===== config.mk =====
export PLATFORM = sky130hd
export DESIGN_NAME = gate_vec_seq
export DESIGN_NICKNAME = d
export VERILOG_FILES = /design/src/rtl/gate_vec_pkg.sv /design/src/rtl/gate_vec_ram.sv /design/src/rtl/gate_vec_seq.sv
export SDC_FILE = /design/constraint.sdc
export NUM_CORES = 1
export LEC_CHECK = 0
export BUFFER_PORTS_ARGS = -buffer_cell sky130_fd_sc_hd__buf_4
export CAP_MARGIN = 30
export CORE_ASPECT_RATIO = 0.75
export CORE_MARGIN = 8
export CORE_UTILIZATION = 58
export DETAILED_ROUTE_END_ITERATION = 6
export HOLD_SLACK_MARGIN = 0.15
export PLACE_DENSITY = 0.77
export SYNTH_ARGS = -nofsm -noshare
export SYNTH_HDL_FRONTEND = slang
export SYNTH_HIERARCHICAL = 1
export SYNTH_SLANG_ARGS = --single-unit

===== constraint.sdc =====
create_clock -name clk -period 3.1 [get_ports clk]
set_input_delay 0.155 -clock clk [delete_from_list [all_inputs] [get_ports clk]]
set_output_delay 0.155 -clock clk [all_outputs]
set_load 0.03 [all_outputs]

===== src/rtl/gate_vec_pkg.sv =====
// Shared types and the m7458 dual AND-OR reference function for the vector sequencer.
package gate_vec_pkg;

   localparam int VEC_W = 10;

   typedef enum logic [2:0] {
      IDLE,
      LOAD,
      DRIVE,
      SAMPLE,
      DONE
   } state_t;

   // Pin order: {a,b,c,d,e,f,g,h,i,j} = v[9:0]; returns {p1y,p2y}
   function automatic logic [1:0] m7458_model(input logic [VEC_W-1:0] v);
      logic p1y;
      logic p2y;
      p1y = (v[9] & v[8] & v[7]) | (v[6] & v[5] & v[4]);
      p2y = (v[3] & v[2]) | (v[1] & v[0]);
      return {p1y, p2y};
   endfunction

endpackage


===== src/rtl/gate_vec_ram.sv =====
// Vector table: sync write, registered read-enable output that doubles as the inp driver.
// Read data lands one cycle after rd_en; the output register is reset and otherwise holds.
module gate_vec_ram
   import gate_vec_pkg::*;
#(
   parameter int NUM_VEC = 16,
   parameter int AW      = 4
) (
   input  logic             clk,
   input  logic             rst,
   input  logic             wr_en,
   input  logic [AW-1:0]    wr_addr,
   input  logic [VEC_W-1:0] wr_data,
   input  logic             rd_en,
   input  logic [AW-1:0]    rd_addr,
   output logic [VEC_W-1:0] rd_data
);

   // Depth rounded up to the address space so every address decodes cleanly
   localparam int DEPTH = 2 ** AW;

   logic [VEC_W-1:0] mem [DEPTH];

   always_ff @(posedge clk) begin
      if (wr_en) begin
         mem[wr_addr] <= wr_data;
      end
   end

   always_ff @(posedge clk or posedge rst) begin
      if (rst) begin
         rd_data <= '0;
      end else if (rd_en) begin
         rd_data <= mem[rd_addr];
      end
   end

endmodule


===== src/rtl/gate_vec_seq.sv =====
// Replays the vector table into the m7458, samples {p1y,p2y} after HOLD_CYC cycles and scores it.
// Each vector takes HOLD_CYC+2 cycles; start and table writes are ignored while busy.
module gate_vec_seq
   import gate_vec_pkg::*;
#(
   parameter  int NUM_VEC  = 16,
   parameter  int HOLD_CYC = 10,
   localparam int AW       = (NUM_VEC > 1) ? $clog2(NUM_VEC) : 1
) (
   input  logic             clk,
   input  logic             rst,
   input  logic             wr_en,
   input  logic [AW-1:0]    wr_addr,
   input  logic [VEC_W-1:0] wr_data,
   input  logic             start,
   input  logic [1:0]       dut_y,
   output logic [VEC_W-1:0] inp,
   output logic             busy,
   output logic             done,
   output logic [7:0]       err_cnt,
   output logic [AW-1:0]    first_err,
   output logic [8:0]       trig_cnt
);

   localparam int            CW       = $clog2(HOLD_CYC);
   localparam logic [AW-1:0] LAST_IDX = AW'(NUM_VEC - 1);
   localparam logic [CW-1:0] LAST_CNT = CW'(HOLD_CYC - 1);

   state_t        state;
   state_t        state_nxt;
   logic [AW-1:0] idx;
   logic [CW-1:0] hold_cnt;
   logic          idle_like;
   logic          run_go;
   logic          wr_go;
   logic [1:0]    exp_y;
   logic          mism;

   assign idle_like = (state == IDLE) || (state == DONE);
   assign run_go    = start && idle_like;
   assign wr_go     = wr_en && idle_like;
   assign busy      = !idle_like;
   assign done      = (state == DONE);
   assign exp_y     = m7458_model(inp);
   assign mism      = (dut_y != exp_y);

   // The RAM read register is the inp driver, so inp updates on the edge that ends LOAD
   gate_vec_ram #(
      .NUM_VEC (NUM_VEC),
      .AW      (AW)
   ) u_ram (
      .clk     (clk),
      .rst     (rst),
      .wr_en   (wr_go),
      .wr_addr (wr_addr),
      .wr_data (wr_data),
      .rd_en   (state == LOAD),
      .rd_addr (idx),
      .rd_data (inp)
   );

   always_ff @(posedge clk or posedge rst) begin
      if (rst) begin
         state <= IDLE;
      end else begin
         state <= state_nxt;
      end
   end

   always_comb begin
      state_nxt = state;
      case (state)
         IDLE, DONE: if (run_go) state_nxt = LOAD;
         LOAD:       state_nxt = DRIVE;
         DRIVE:      if (hold_cnt == LAST_CNT) state_nxt = SAMPLE;
         SAMPLE:     state_nxt = (idx == LAST_IDX) ? DONE : LOAD;
         default:    state_nxt = IDLE;
      endcase
   end

   always_ff @(posedge clk or posedge rst) begin
      if (rst) begin
         idx       <= '0;
         hold_cnt  <= '0;
         err_cnt   <= '0;
         first_err <= '0;
         trig_cnt  <= '0;
      end else begin
         case (state)
            IDLE, DONE: begin
               if (run_go) begin
                  idx       <= '0;
                  err_cnt   <= '0;
                  first_err <= '0;
                  trig_cnt  <= '0;
               end
            end
            LOAD: hold_cnt <= '0;
            DRIVE: begin
               if (hold_cnt != LAST_CNT) hold_cnt <= hold_cnt + 1'b1;
            end
            SAMPLE: begin
               if (mism) begin
                  if (err_cnt == 8'd0) first_err <= idx;
                  if (err_cnt != 8'hFF) err_cnt <= err_cnt + 1'b1;
               end
               if (exp_y != 2'b00) trig_cnt <= trig_cnt + 1'b1;
               if (idx != LAST_IDX) idx <= idx + 1'b1;
            end
            default: ;
         endcase
      end
   end

endmodule


==> run metrics, run 1 <==
Inst Count DP 737; Pre-antenna DRT Iters 5; routed wire length 18860 um; Slew Limit Fails 0; Non-Filler Cell Area, Final 9916 um^2; CTS max path bufs 3; clock slew at the register clock pins of the worst setup and hold paths 0.06 ns; Die Y 121.5 um; total clock buffers created by CTS 20; portion of the post-synthesis area used by sequential elements 0.6807; source of the worst register-to-register timing path state[1]; ratio of routed vias to standard cells 6.279; actual slew at the worst max-slew pin 0.8264 ns; CTS tree done; syn_nets 510; core region area 14500 um^2; Final HPWL DP 12010 um; CP max FO 10; FFs w/ async S/R, synth 0.2079; initial core utilization 0.5932; filler-free cell count of the finished design 785; Mapped Cells 484; mean post-synth cell area 17.77 um^2; LEAKAGE 3.614 nW; Routed WL per cell 24.02 um; Yosys cell types 60; grt total ovfl 0; depth of the worst register-to-register path 4; number of buffer cells added on primary ports 52; maximum number of pins on one net before global-route repair 26; final critical delay including setup and external delays 2.315 ns; post-synthesis sequential element count 202; final critical-path share of the clock period 0.7468; end of the worst register-to-register path u_ram/mem[5][5]; worst setup path startpoint state[1]; wire length of the first global-routing pass 28680 um; CTS root buffer sky130_fd_sc_hd__clkbuf_16; number of H-tree branching levels 1; number of flops mapped to enable cells by yosys 160; Setup Viol. Count Final 0; post-detailed-route count of antenna-violating nets 0; Yosys Warn Count 6; Die W 156.6 um; count of clock tree sinks 202; final core utilization 0.6838; I/O pin count 53; maximum VDD drop 0.4704 mV; weighted congestion reported at the end of routability-driven placement 0.8714; Iteration-0 DRC Markers 513; overall via count from detail_route 4929; WP data arrival 2.43 ns; total routing resource utilization after global routing 0.2011; termination of the worst setup path u_ram/mem[5][5]; crit end category flip-flop; Area growth, synth to finish 15.27%; total negative slack 0 ns; summed instance area of the synthesized netlist 8602 um^2; area of the die 19020 um^2; NumNets Final 597; Power, Total 8.064 mW; Achievable Freq 0.4319 GHz; largest clock skew in the final design 0.008826 ns; Cell Pwr Density 813.2 nW/um^2; final routed DRC violation total 0; antenna violations before repair 0; unrepaired setup endpoints after global routing false; most frequently used flop master after synthesis sky130_fd_sc_hd__edfxtp_1; register-to-register setup slack 0.78 ns; run status completed; Tightest Hold Check Type input pin to async pin; Final Hold Viols 0; Inserted Diodes 0; post-CTS sizing 0; max-cap violation count 0; Max transition margin 0.4491; via count of the first global-routing pass 4896; layout cells sized above 1 0.2154; Placement Rows 38; clock latency of the later-clocked register in the worst-skew pair 0.48 ns; required time at the worst-slack endpoint 3.21 ns; kind of start point of the critical path flip-flop; Post-Place Cell Area 9153 um^2; type of the worst setup path flip-flop to flip-flop
cell type report:
type	instances	area (um^2)
clock inverters	10	98.84
clock buffers	26	544.3
well taps	200	250.2
multi-input cells	252	2455
flip-flops and latches	202	5858
fillers	923	4586
repair buffers	86	675.6
inverters	9	33.78
power breakdown:
part | internal (mW) | total [mW] | switching (mW)
registers | 3.13 | 3.50 | 0.372
logic | 0.958 | 2.20 | 1.24
clock network | 1.41 | 2.37 | 0.960
stage by stage:
stage,hold WS (ns),setup WS (ns)
floorplan,-0.004822,0.6463
detailed placement,0.1237,0.9003
global placement,0.1262,0.9797
finish,0.1789,0.7848
CTS,0.1808,0.8454
global route,0.2069,0.6923
state kept, by name (all words and copies together), names as in the netlist:
| name | count |
|---|---|
| u_ram/mem | 160 |
| u_ram/rd_data | 10 |
| trig_cnt | 9 |
| err_cnt | 8 |
| first_err | 4 |
| hold_cnt | 4 |
| idx | 4 |
| state | 3 |
how the worst min path moves through the flow:
| stage | start | end |
|---|---|---|
| 4_1_cts | rst | hold_cnt[1] |
| 3_5_place_dp | rst | hold_cnt[1] |
| 6_report | rst | hold_cnt[1] |
| 2_1_floorplan | rst | u_ram/rd_data[0] |
| 3_3_place_gp | rst | state[2] |
| 5_1_grt | rst | hold_cnt[1] |
cells in the mapped netlist (2+ instances only):
| master | instances | share of area |
|---|---|---|
| sky130_fd_sc_hd__o22ai_1 | 11 | 0.0080 |
| sky130_fd_sc_hd__nand4_1 | 7 | 0.0051 |
| sky130_fd_sc_hd__dfrtp_1 | 42 | 0.12 |
| sky130_fd_sc_hd__a2bb2oi_1 | 2 | 0.0020 |
| sky130_fd_sc_hd__nor2_1 | 39 | 0.017 |
| sky130_fd_sc_hd__o21ai_0 | 4 | 0.0023 |
| sky130_fd_sc_hd__and2_1 | 3 | 0.0022 |
| sky130_fd_sc_hd__a221oi_1 | 10 | 0.010 |
| sky130_fd_sc_hd__edfxtp_1 | 160 | 0.56 |
| sky130_fd_sc_hd__inv_1 | 9 | 0.0039 |
| sky130_fd_sc_hd__a21oi_4 | 2 | 0.0038 |
| sky130_fd_sc_hd__nand3b_1 | 4 | 0.0035 |
| sky130_fd_sc_hd__nand2_1 | 22 | 0.0096 |
| sky130_fd_sc_hd__nand2b_1 | 4 | 0.0029 |
| sky130_fd_sc_hd__mux4_1 | 34 | 0.10 |
| sky130_fd_sc_hd__a21boi_0 | 5 | 0.0044 |
| sky130_fd_sc_hd__xnor2_1 | 3 | 0.0031 |
| sky130_fd_sc_hd__buf_6 | 8 | 0.010 |
| sky130_fd_sc_hd__nor3b_1 | 2 | 0.0017 |
| sky130_fd_sc_hd__mux4_2 | 6 | 0.016 |
| sky130_fd_sc_hd__nor3_1 | 6 | 0.0035 |
| sky130_fd_sc_hd__ha_1 | 6 | 0.0087 |
| sky130_fd_sc_hd__clkbuf_8 | 9 | 0.014 |
| sky130_fd_sc_hd__nand3_1 | 14 | 0.0081 |
| sky130_fd_sc_hd__a31oi_1 | 3 | 0.0022 |
| sky130_fd_sc_hd__and2_2 | 2 | 0.0017 |
| sky130_fd_sc_hd__mux2i_1 | 14 | 0.016 |
| sky130_fd_sc_hd__xor2_1 | 8 | 0.0081 |
| sky130_fd_sc_hd__a21oi_1 | 8 | 0.0047 |
| sky130_fd_sc_hd__and3b_2 | 2 | 0.0023 |
| sky130_fd_sc_hd__o22a_1 | 3 | 0.0031 |
| sky130_fd_sc_hd__and3_1 | 4 | 0.0029 |
metal layers:
layer  GRT usage  wire length, um  up-vias
met5           0                0        -
met4     0.04431              297        0
met3     0.04555             1809       27
met2      0.3137             8705      271
met1      0.2862             8048     2495
li1            -                -     2136
placed cells by master (no fill, tap or decap), types with 7 or more instances in the layout:
cell                            Yosys  routed
sky130_fd_sc_hd__buf_4              0      74
sky130_fd_sc_hd__dfrtp_1           42      40
sky130_fd_sc_hd__xor2_1             8       8
sky130_fd_sc_hd__mux2i_1           14      14
sky130_fd_sc_hd__edfxtp_1         160     160
sky130_fd_sc_hd__nor2_1            39      39
sky130_fd_sc_hd__a221oi_1          10      10
sky130_fd_sc_hd__a21oi_1            8       8
sky130_fd_sc_hd__inv_1              9       9
sky130_fd_sc_hd__nand2_1           22      22
sky130_fd_sc_hd__o22ai_1           11      11
sky130_fd_sc_hd__clkbuf_16          0      21
sky130_fd_sc_hd__dlygate4sd3_1      0      12
sky130_fd_sc_hd__nand4_1            7       7
sky130_fd_sc_hd__mux4_1            34      34
sky130_fd_sc_hd__nand3_1           14      14
what timing repair did:
item	4_1_cts	5_1_grt
hold endpoints to repair	203	0
hold buffers	12	0
setup buffers	0	0
cell families (layout without fill, tap and decap cells):
kind of cell             after synthesis  after routing  share of synthesized area
flip-flops                           202            202                     0.6807
AND/OR/NAND/NOR                      122            122                    0.07709
XOR/XNOR                              11             11                    0.01120
adder cells (fa/ha/maj)                6              6                   0.008727
AO/OA/AOI/OAI                         58             58                    0.05120
buffers and inverters                 30            131                    0.03389
multiplexers                          55             55                     0.1372
worst max-delay path, cell delays in order (launching register included):
cell	delay (ns)
sky130_fd_sc_hd__dfrtp_1	0.47
sky130_fd_sc_hd__nor2_1	0.26
sky130_fd_sc_hd__and2_1	0.33
sky130_fd_sc_hd__nand3b_1	0.21
sky130_fd_sc_hd__nor2_1	0.67
Note: power is estimated with default switching activity, not from simulation.
==> inputs of run 2 (changes only) <==
--- a/config.mk
+++ b/config.mk
@@ -5,6 +5,7 @@
 export SDC_FILE = /design/constraint.sdc
 export NUM_CORES = 1
 export LEC_CHECK = 0
+export ABC_AREA = 1
 export BUFFER_PORTS_ARGS = -buffer_cell sky130_fd_sc_hd__buf_4
 export CAP_MARGIN = 30
 export CORE_ASPECT_RATIO = 0.75
@@ -12,7 +13,7 @@
 export CORE_UTILIZATION = 58
 export DETAILED_ROUTE_END_ITERATION = 6
 export HOLD_SLACK_MARGIN = 0.15
-export PLACE_DENSITY = 0.77
+export PLACE_DENSITY = 0.76
 export SYNTH_ARGS = -nofsm -noshare
 export SYNTH_HDL_FRONTEND = slang
 export SYNTH_HIERARCHICAL = 1
==> constraint.sdc (replaced) <==
create_clock -name clk -period 2.14 [get_ports clk]
set_input_delay 0.107 -clock clk [delete_from_list [all_inputs] [get_ports clk]]
set_output_delay 0.107 -clock clk [all_outputs]
set_load 0.03 [all_outputs]
==> run 2 against run 1 <==
- flip-flop and latch count stayed put
- final area rose by 5.3%
- worst hold slack got worse by 0.0070 ns
- fmax grew 24%
- register-to-register slack got worse by 0.52 ns
- wire length rose by 13%
- clock power is 49% higher
- largest cell class unchanged
==> run metrics, run 2 <==
run status completed; Yosys cell types 35 (-42%); most frequently used flop master after synthesis sky130_fd_sc_hd__edfxtp_1; number of buffer cells added on primary ports 52 (unchanged); leading cell type in the layout, fill and taps excluded sky130_fd_sc_hd__nand2_1; largest registers u_ram/mem x160, u_ram/rd_data x10, trig_cnt x9; Pre-antenna DRT Iters 5 (unchanged); area of the die 19760 um^2 (+3.9%); final routed DRC violation total 0 (unchanged); Worst path top cell family by delay simple AND/OR/NAND/NOR gates; Max transition margin 0.7057 (+0.2566); number of buffers inserted by hold repair at cts 12 (unchanged); max FFs per register 160 (unchanged); Most common cell on crit path sky130_fd_sc_hd__nor2_1; commonest cells after routing, fill and taps aside 325 x sky130_fd_sc_hd__nand2_1, 160 x sky130_fd_sc_hd__edfxtp_1, 148 x sky130_fd_sc_hd__nand3_1; overall via count from detail_route 6571 (+33%); top cell types by occurrence after synthesis 325 x sky130_fd_sc_hd__nand2_1, 160 x sky130_fd_sc_hd__edfxtp_1, 148 x sky130_fd_sc_hd__nand3_1; Slew Limit Fails 0 (unchanged); routed wire length 21260 um (+13%); NumNets Final 990 (+66%); post-CTS sizing 0 (unchanged); Routed WL per cell 18.00 um (-25%); number of flops mapped to enable cells by yosys 160 (unchanged); wire length of the first global-routing pass 33180 um (+16%); Inst Count DP 1135 (+54%); CP max FO 6 (-4); FFs w/ async S/R, synth 0.2079 (unchanged); kind of start point of the critical path flip-flop; syn_nets 902 (+77%); Placement Rows 39 (+2.6%); antenna violations before repair 0 (unchanged); clock network fraction of total power 0.298 (+0.004); Mapped Cells 876 (+81%); Pint 7.699 mW (+40%); Inserted Diodes 0 (unchanged); weighted congestion reported at the end of routability-driven placement 0.8546 (-1.9%); share of power burned in registers 0.395 (-0.039); logic gate share of total power 0.307 (+0.035); crit end category flip-flop; Final HPWL DP 14110 um (+18%); post-synthesis sequential element count 202 (unchanged); CTS max path bufs 3 (unchanged); largest clock skew in the final design 0.009166 ns (+0.0003391 ns); NetSw 4.208 mW (+64%); portion of the post-synthesis area used by sequential elements 0.6521 (-0.02864); Final Hold Slack 0.1719 ns (-0.006998 ns); post-detailed-route count of antenna-violating nets 0 (unchanged); # Post-CTS Setup Buffers 0 (unchanged); number of H-tree branching levels 1 (unchanged); source of the worst register-to-register timing path state[0]; end of the worst register-to-register path u_ram/mem[4][5]; max-cap violation count 0 (unchanged); type of the worst setup path flip-flop to flip-flop; count of clock tree sinks 202 (unchanged); net switching fraction of the power 0.3534 (+0.03478); clock latency of the later-clocked register in the worst-skew pair 0.49 ns (about the same); Tightest Hold Check Type input pin to async pin; CTS root buffer sky130_fd_sc_hd__clkbuf_16; LEAKAGE 4.304 nW (+19%); count leader, synth sky130_fd_sc_hd__nand2_1; maximum VDD drop 0.7261 mV (+54%); via count of the first global-routing pass 6158 (+26%); filler-free cell count of the finished design 1181 (+50%); core region area 15180 um^2 (+4.7%); Filler cells 1096 (+19%); total routing resource utilization after global routing 0.2133 (+0.01225); Die W 159.7 um (+2.0%); Final Hold Viols 0 (unchanged); register-to-register setup slack 0.27 ns (-0.52 ns); WP data arrival 2.07 ns (-0.36 ns); mean post-synth cell area 10.25 um^2 (-42%); maximum single-stage delay on the critical path 0.40 ns (-0.27 ns); layout cells sized above 1 0.1527 (-0.06272); actual slew at the worst max-slew pin 0.4403 ns (-0.3860 ns); total negative slack 0 ns (unchanged); unrepaired setup endpoints after global routing false; highest-delay cell along the critical path sky130_fd_sc_hd__dfrtp_1; ratio of routed vias to standard cells 5.564 (-11%); required time at the worst-slack endpoint 2.34 ns (-0.87 ns); Setup Viol. Count Final 0 (unchanged); Yosys Warn Count 6 (unchanged); leading area contributor after synthesis sky130_fd_sc_hd__edfxtp_1; Iteration-0 DRC Markers 697 (+36%); CTS tree done; final critical delay including setup and external delays 1.872 ns (-0.4430 ns); final critical-path share of the clock period 0.8749 (+0.1280); initial core utilization 0.5917 (-0.001461); Worst Path Buf+Inv 2 (+2); grt total ovfl 0 (unchanged); Achievable Freq 0.5341 GHz (+24%); clock slew at the register clock pins of the worst setup and hold paths 0.06 ns (about the same); maximum number of pins on one net before global-route repair 36 (+38%); total clock buffers created by CTS 20 (unchanged); I/O pin count 53 (unchanged); depth of the worst register-to-register path 6 (+2); area share of the largest cell type after synthesis 0.5350 (-0.02350); cell chain of the critical path inv_2, nand2_4, nor2_1, nand3b_1, nor2_1, buf_4; summed instance area of the synthesized netlist 8980 um^2 (+4.4%); Area growth, synth to finish 16.26%; Cell Pwr Density 1140 nW/um^2 (+40%); Die Y 123.8 um (+1.9%); cells taking the most area after synthesis sky130_fd_sc_hd__edfxtp_1 54%, sky130_fd_sc_hd__nand2_1 14%, sky130_fd_sc_hd__dfrtp_1 12%, sky130_fd_sc_hd__nand3_1 8.2%, sky130_fd_sc_hd__nor2_1 2.0%; register containing the most flip-flops in the final layout u_ram/mem
[run 2: final cells by class]
class | count | area (um^2) | area share
Inverter | 45 | 178.9 | 0.01714
Sequential cell | 202 | 5857 | 0.5610
Clock inverter | 9 | 121.4 | 0.01163
Clock buffer | 25 | 540.5 | 0.05177
Multi-Input combinational cell | 592 | 2670 | 0.2558
Tap cell | 205 | 256.5 | 0.02457
Timing Repair Buffer | 103 | 815.8 | 0.07814
[run 2: worst register-to-register path, stage by stage (launching register included)]
cell	delay, ns
sky130_fd_sc_hd__dfrtp_1	0.40
sky130_fd_sc_hd__inv_2	0.11
sky130_fd_sc_hd__nand2_4	0.08
sky130_fd_sc_hd__nor2_1	0.32
sky130_fd_sc_hd__nand3b_1	0.20
sky130_fd_sc_hd__nor2_1	0.26
sky130_fd_sc_hd__buf_4	0.21
[run 2: how the worst max path moves through the flow]
stage / startpoint / to / slack, ns / depth (start not counted)
finish: state[0] / u_ram/mem[4][5] / 0.27 / 6
CTS: state[0] / u_ram/mem[4][4] / 0.29 / 6
detailed placement: state[0] / u_ram/mem[4][8] / 0.35 / 6
floorplan: state[0] / u_ram/mem[12][0] / 0.36 / 5
global route: state[0] / u_ram/mem[4][6] / 0.17 / 6
global placement: state[0] / u_ram/mem[4][3] / 0.41 / 6
[run 2: cell families (layout without fill, tap and decap cells)]
logic type,count (synthesis),count (layout),share of synthesized area
flops,202,202,0.6521
fa+ha+maj,6,6,0.008360
compound gates,25,25,0.01770
xor+xnor,4,4,0.003901
simple gates,557,557,0.2674
buf+inv,82,182,0.05058
[run 2: metal layers]
metal	wire, um	vias up	global-route usage	share of wire
met3	2052	24	0.04624	0.097
met1	9271	3103	0.3027	0.44
met5	0	-	0	0
met2	9638	309	0.3330	0.45
met4	297	0	0.05464	0.014
li1	-	3135	-	-
[run 2: through the flow]
step                utilization  area, um^2  total power, mW  setup slack, ns
finish                   0.6879       10440            11.91           0.2678
global route             0.6879       10440            12.50           0.1655
CTS                      0.6879       10440            11.91           0.2906
detailed placement       0.6364        9658            8.351           0.3548
global placement         0.6364        9658            8.290           0.4098
floorplan                     -        8980            7.426           0.3599
[run 2: power by group through the flow]
stage | combinational [mW] | clock [mW] | sequential (mW)
final | 3.66 | 3.54 | 4.70
after global routing | 4.02 | 3.75 | 4.73
after detailed placement | 3.57 | 0 | 4.78
after global placement | 3.52 | 0 | 4.77
after CTS | 3.62 | 3.59 | 4.70
after floorplan | 2.47 | 0 | 4.95
==> inputs of run 3 (changes only) <==
--- a/config.mk
+++ b/config.mk
@@ -8,7 +8,7 @@
 export ABC_AREA = 1
 export BUFFER_PORTS_ARGS = -buffer_cell sky130_fd_sc_hd__buf_4
 export CAP_MARGIN = 30
-export CORE_ASPECT_RATIO = 0.75
+export CORE_ASPECT_RATIO = 0.6
 export CORE_MARGIN = 8
 export CORE_UTILIZATION = 58
 export DETAILED_ROUTE_END_ITERATION = 6
==> run 3 against run 2 <==
- clock power is 9.0% lower
- combinational power is 4% lower
- register-to-register slack better by 0.05 ns
- die area is 0.45% higher
==> run metrics, run 3 (synthesis results as in run 2) <==
final critical delay including setup and external delays 1.826 ns (-0.04650 ns); number of buffers inserted by hold repair at cts 12 (unchanged); kind of start point of the critical path flip-flop; termination of the worst setup path u_ram/mem[12][8]; post-CTS sizing 0 (unchanged); required time at the worst-slack endpoint 2.33 ns (about the same); Final HPWL DP 14010 um (-0.69%); WP data arrival 2.02 ns (-0.05 ns); final critical-path share of the clock period 0.8531 (-0.02173); maximum number of pins on one net before global-route repair 42 (+17%); weighted congestion reported at the end of routability-driven placement 0.8841 (+3.5%); Routed WL per cell 18.10 um (+0.54%); source of the worst register-to-register timing path state[0]; ratio of routed vias to standard cells 5.569 (about the same); Max transition margin 0.4812 (-0.2245); run status completed; initial core utilization 0.5892 (-0.002478); post-detailed-route count of antenna-violating nets 0 (unchanged); end of the worst register-to-register path u_ram/mem[12][8]; depth of the worst register-to-register path 6 (unchanged); total routing resource utilization after global routing 0.2120 (-0.001281); register containing the most flip-flops in the final layout u_ram/mem; # Post-CTS Setup Buffers 0 (unchanged); via count of the first global-routing pass 6081 (-1.3%); worst setup path startpoint state[0]; NumNets Final 981 (-0.91%); maximum VDD drop 0.8564 mV (+18%); largest clock skew in the final design 0.005155 ns (-0.004011 ns); number of buffer cells added on primary ports 52 (unchanged); highest-delay cell along the critical path sky130_fd_sc_hd__dfrtp_1; routed wire length 21160 um (-0.48%); CTS max path bufs 3 (unchanged); actual slew at the worst max-slew pin 0.7773 ns (+0.3370 ns); clock slew at the register clock pins of the worst setup and hold paths 0.06 ns (about the same); leading cell type in the layout, fill and taps excluded sky130_fd_sc_hd__nand2_1; max-cap violation count 0 (unchanged); total clock buffers created by CTS 19 (-5.0%); final routed DRC violation total 0 (unchanged); Power, Total 11.42 mW (-4.1%); CTS tree done; LEAKAGE 4.218 nW (-2.0%); Cell Pwr Density 1109 nW/um^2 (-2.8%); layout cells sized above 1 0.1420 (-0.01070); Final Hold Viols 0 (unchanged); count of clock tree sinks 202 (unchanged); Pre-antenna DRT Iters 6 (+1); Die Y 112.4 um (-9.2%); max FFs per register 160 (unchanged); type of the worst setup path flip-flop to flip-flop; commonest cells after routing, fill and taps aside 325 x sky130_fd_sc_hd__nand2_1, 160 x sky130_fd_sc_hd__edfxtp_1, 148 x sky130_fd_sc_hd__nand3_1; I/O pin count 53 (unchanged); overall via count from detail_route 6510 (-0.93%); area of the die 19850 um^2 (+0.45%); largest registers u_ram/mem x160, u_ram/rd_data x10, trig_cnt x9; unrepaired setup endpoints after global routing false; CP max FO 7 (+1); Placement Rows 35 (-10%); CTS root buffer sky130_fd_sc_hd__clkbuf_16; Setup Viol. Count Final 0 (unchanged); maximum single-stage delay on the critical path 0.40 ns (about the same); Die W 176.6 um (+11%); antenna violations before repair 0 (unchanged); Slew Limit Fails 0 (unchanged); cell chain of the critical path inv_2, nand2_4, nor2_1, nand3_1, nor2_1, buf_4; Iteration-0 DRC Markers 868 (+25%); Achievable Freq 0.5477 GHz (+2.5%); core region area 15240 um^2 (+0.42%); grt total ovfl 0 (unchanged); wire length of the first global-routing pass 33080 um (-0.29%); Area growth, synth to finish 14.67%; Most common cell on crit path sky130_fd_sc_hd__nor2_1; total negative slack 0 ns (unchanged); Tightest Hold Check Type input pin to async pin; crit end category flip-flop; number of H-tree branching levels 1 (unchanged); clock latency of the later-clocked register in the worst-skew pair 0.48 ns (about the same); register-to-register setup slack 0.31 ns (+0.05 ns)
## run 3: changes by cell type in the layout (fill, tap and decap cells not counted), sizes merged
cell | before | now
bufinv | 3 | 2
clkinv | 7 | 8
inv | 44 | 43
clkinvlp | 0 | 1
diode | 0 | 1
clkbuf | 25 | 22
buf | 91 | 83
## run 3: worst min-delay path by stage
stage                     from          endpoint  cells after the start
after floorplan            rst  u_ram/rd_data[0]                      1
after CTS                  rst  u_ram/rd_data[4]                      3
final                      rst  u_ram/rd_data[7]                      3
after global placement     rst  u_ram/rd_data[9]                      2
after detailed placement   rst  u_ram/rd_data[9]                      2
after global routing       rst  u_ram/rd_data[4]                      3
## run 3: critical path: cells and delay by family (launching register included)
kind	cells	cell delay (ns)
AND/OR/NAND/NOR	4	0.83
buffers and inverters	2	0.30
flip-flops	1	0.40
## run 3: power breakdown
part	switching [mW]	internal, mW
clock network	1.36	1.86
registers	0.214	4.48
logic	2.46	1.04
## run 3: final cells by class
cell class / count / area, um^2
Timing Repair Buffer: 95 / 755.7
Antenna cell: 1 / 2.502
Sequential cell: 202 / 5857
Tap cell: 203 / 254.0
Inverter: 45 / 178.9
Fill cell: 1134 / 4942
Clock inverter: 9 / 92.59
Clock buffer: 22 / 486.7
Multi-Input combinational cell: 592 / 2670
## run 3: stage by stage
stage	worst slack, ns	util	instance area (um^2)	hold WS (ns)	instances
global route	0.2159	0.6755	10290	0.2245	1168
finish	0.3143	0.6757	10300	0.1840	1169
floorplan	0.3599	-	8980	-0.05282	876
detailed placement	0.3435	0.6296	9595	0.1261	1125
CTS	0.3034	0.6755	10290	0.1838	1168
global placement	0.3901	0.6296	9595	0.1151	1125
## run 3: metal layers
layer	up-vias	part of all wire	GRT usage
met4	0	0.012	0.04239
met3	26	0.091	0.04224
met1	3080	0.48	0.3362
met5	-	0	0
met2	290	0.42	0.2942
li1	3114	-	-
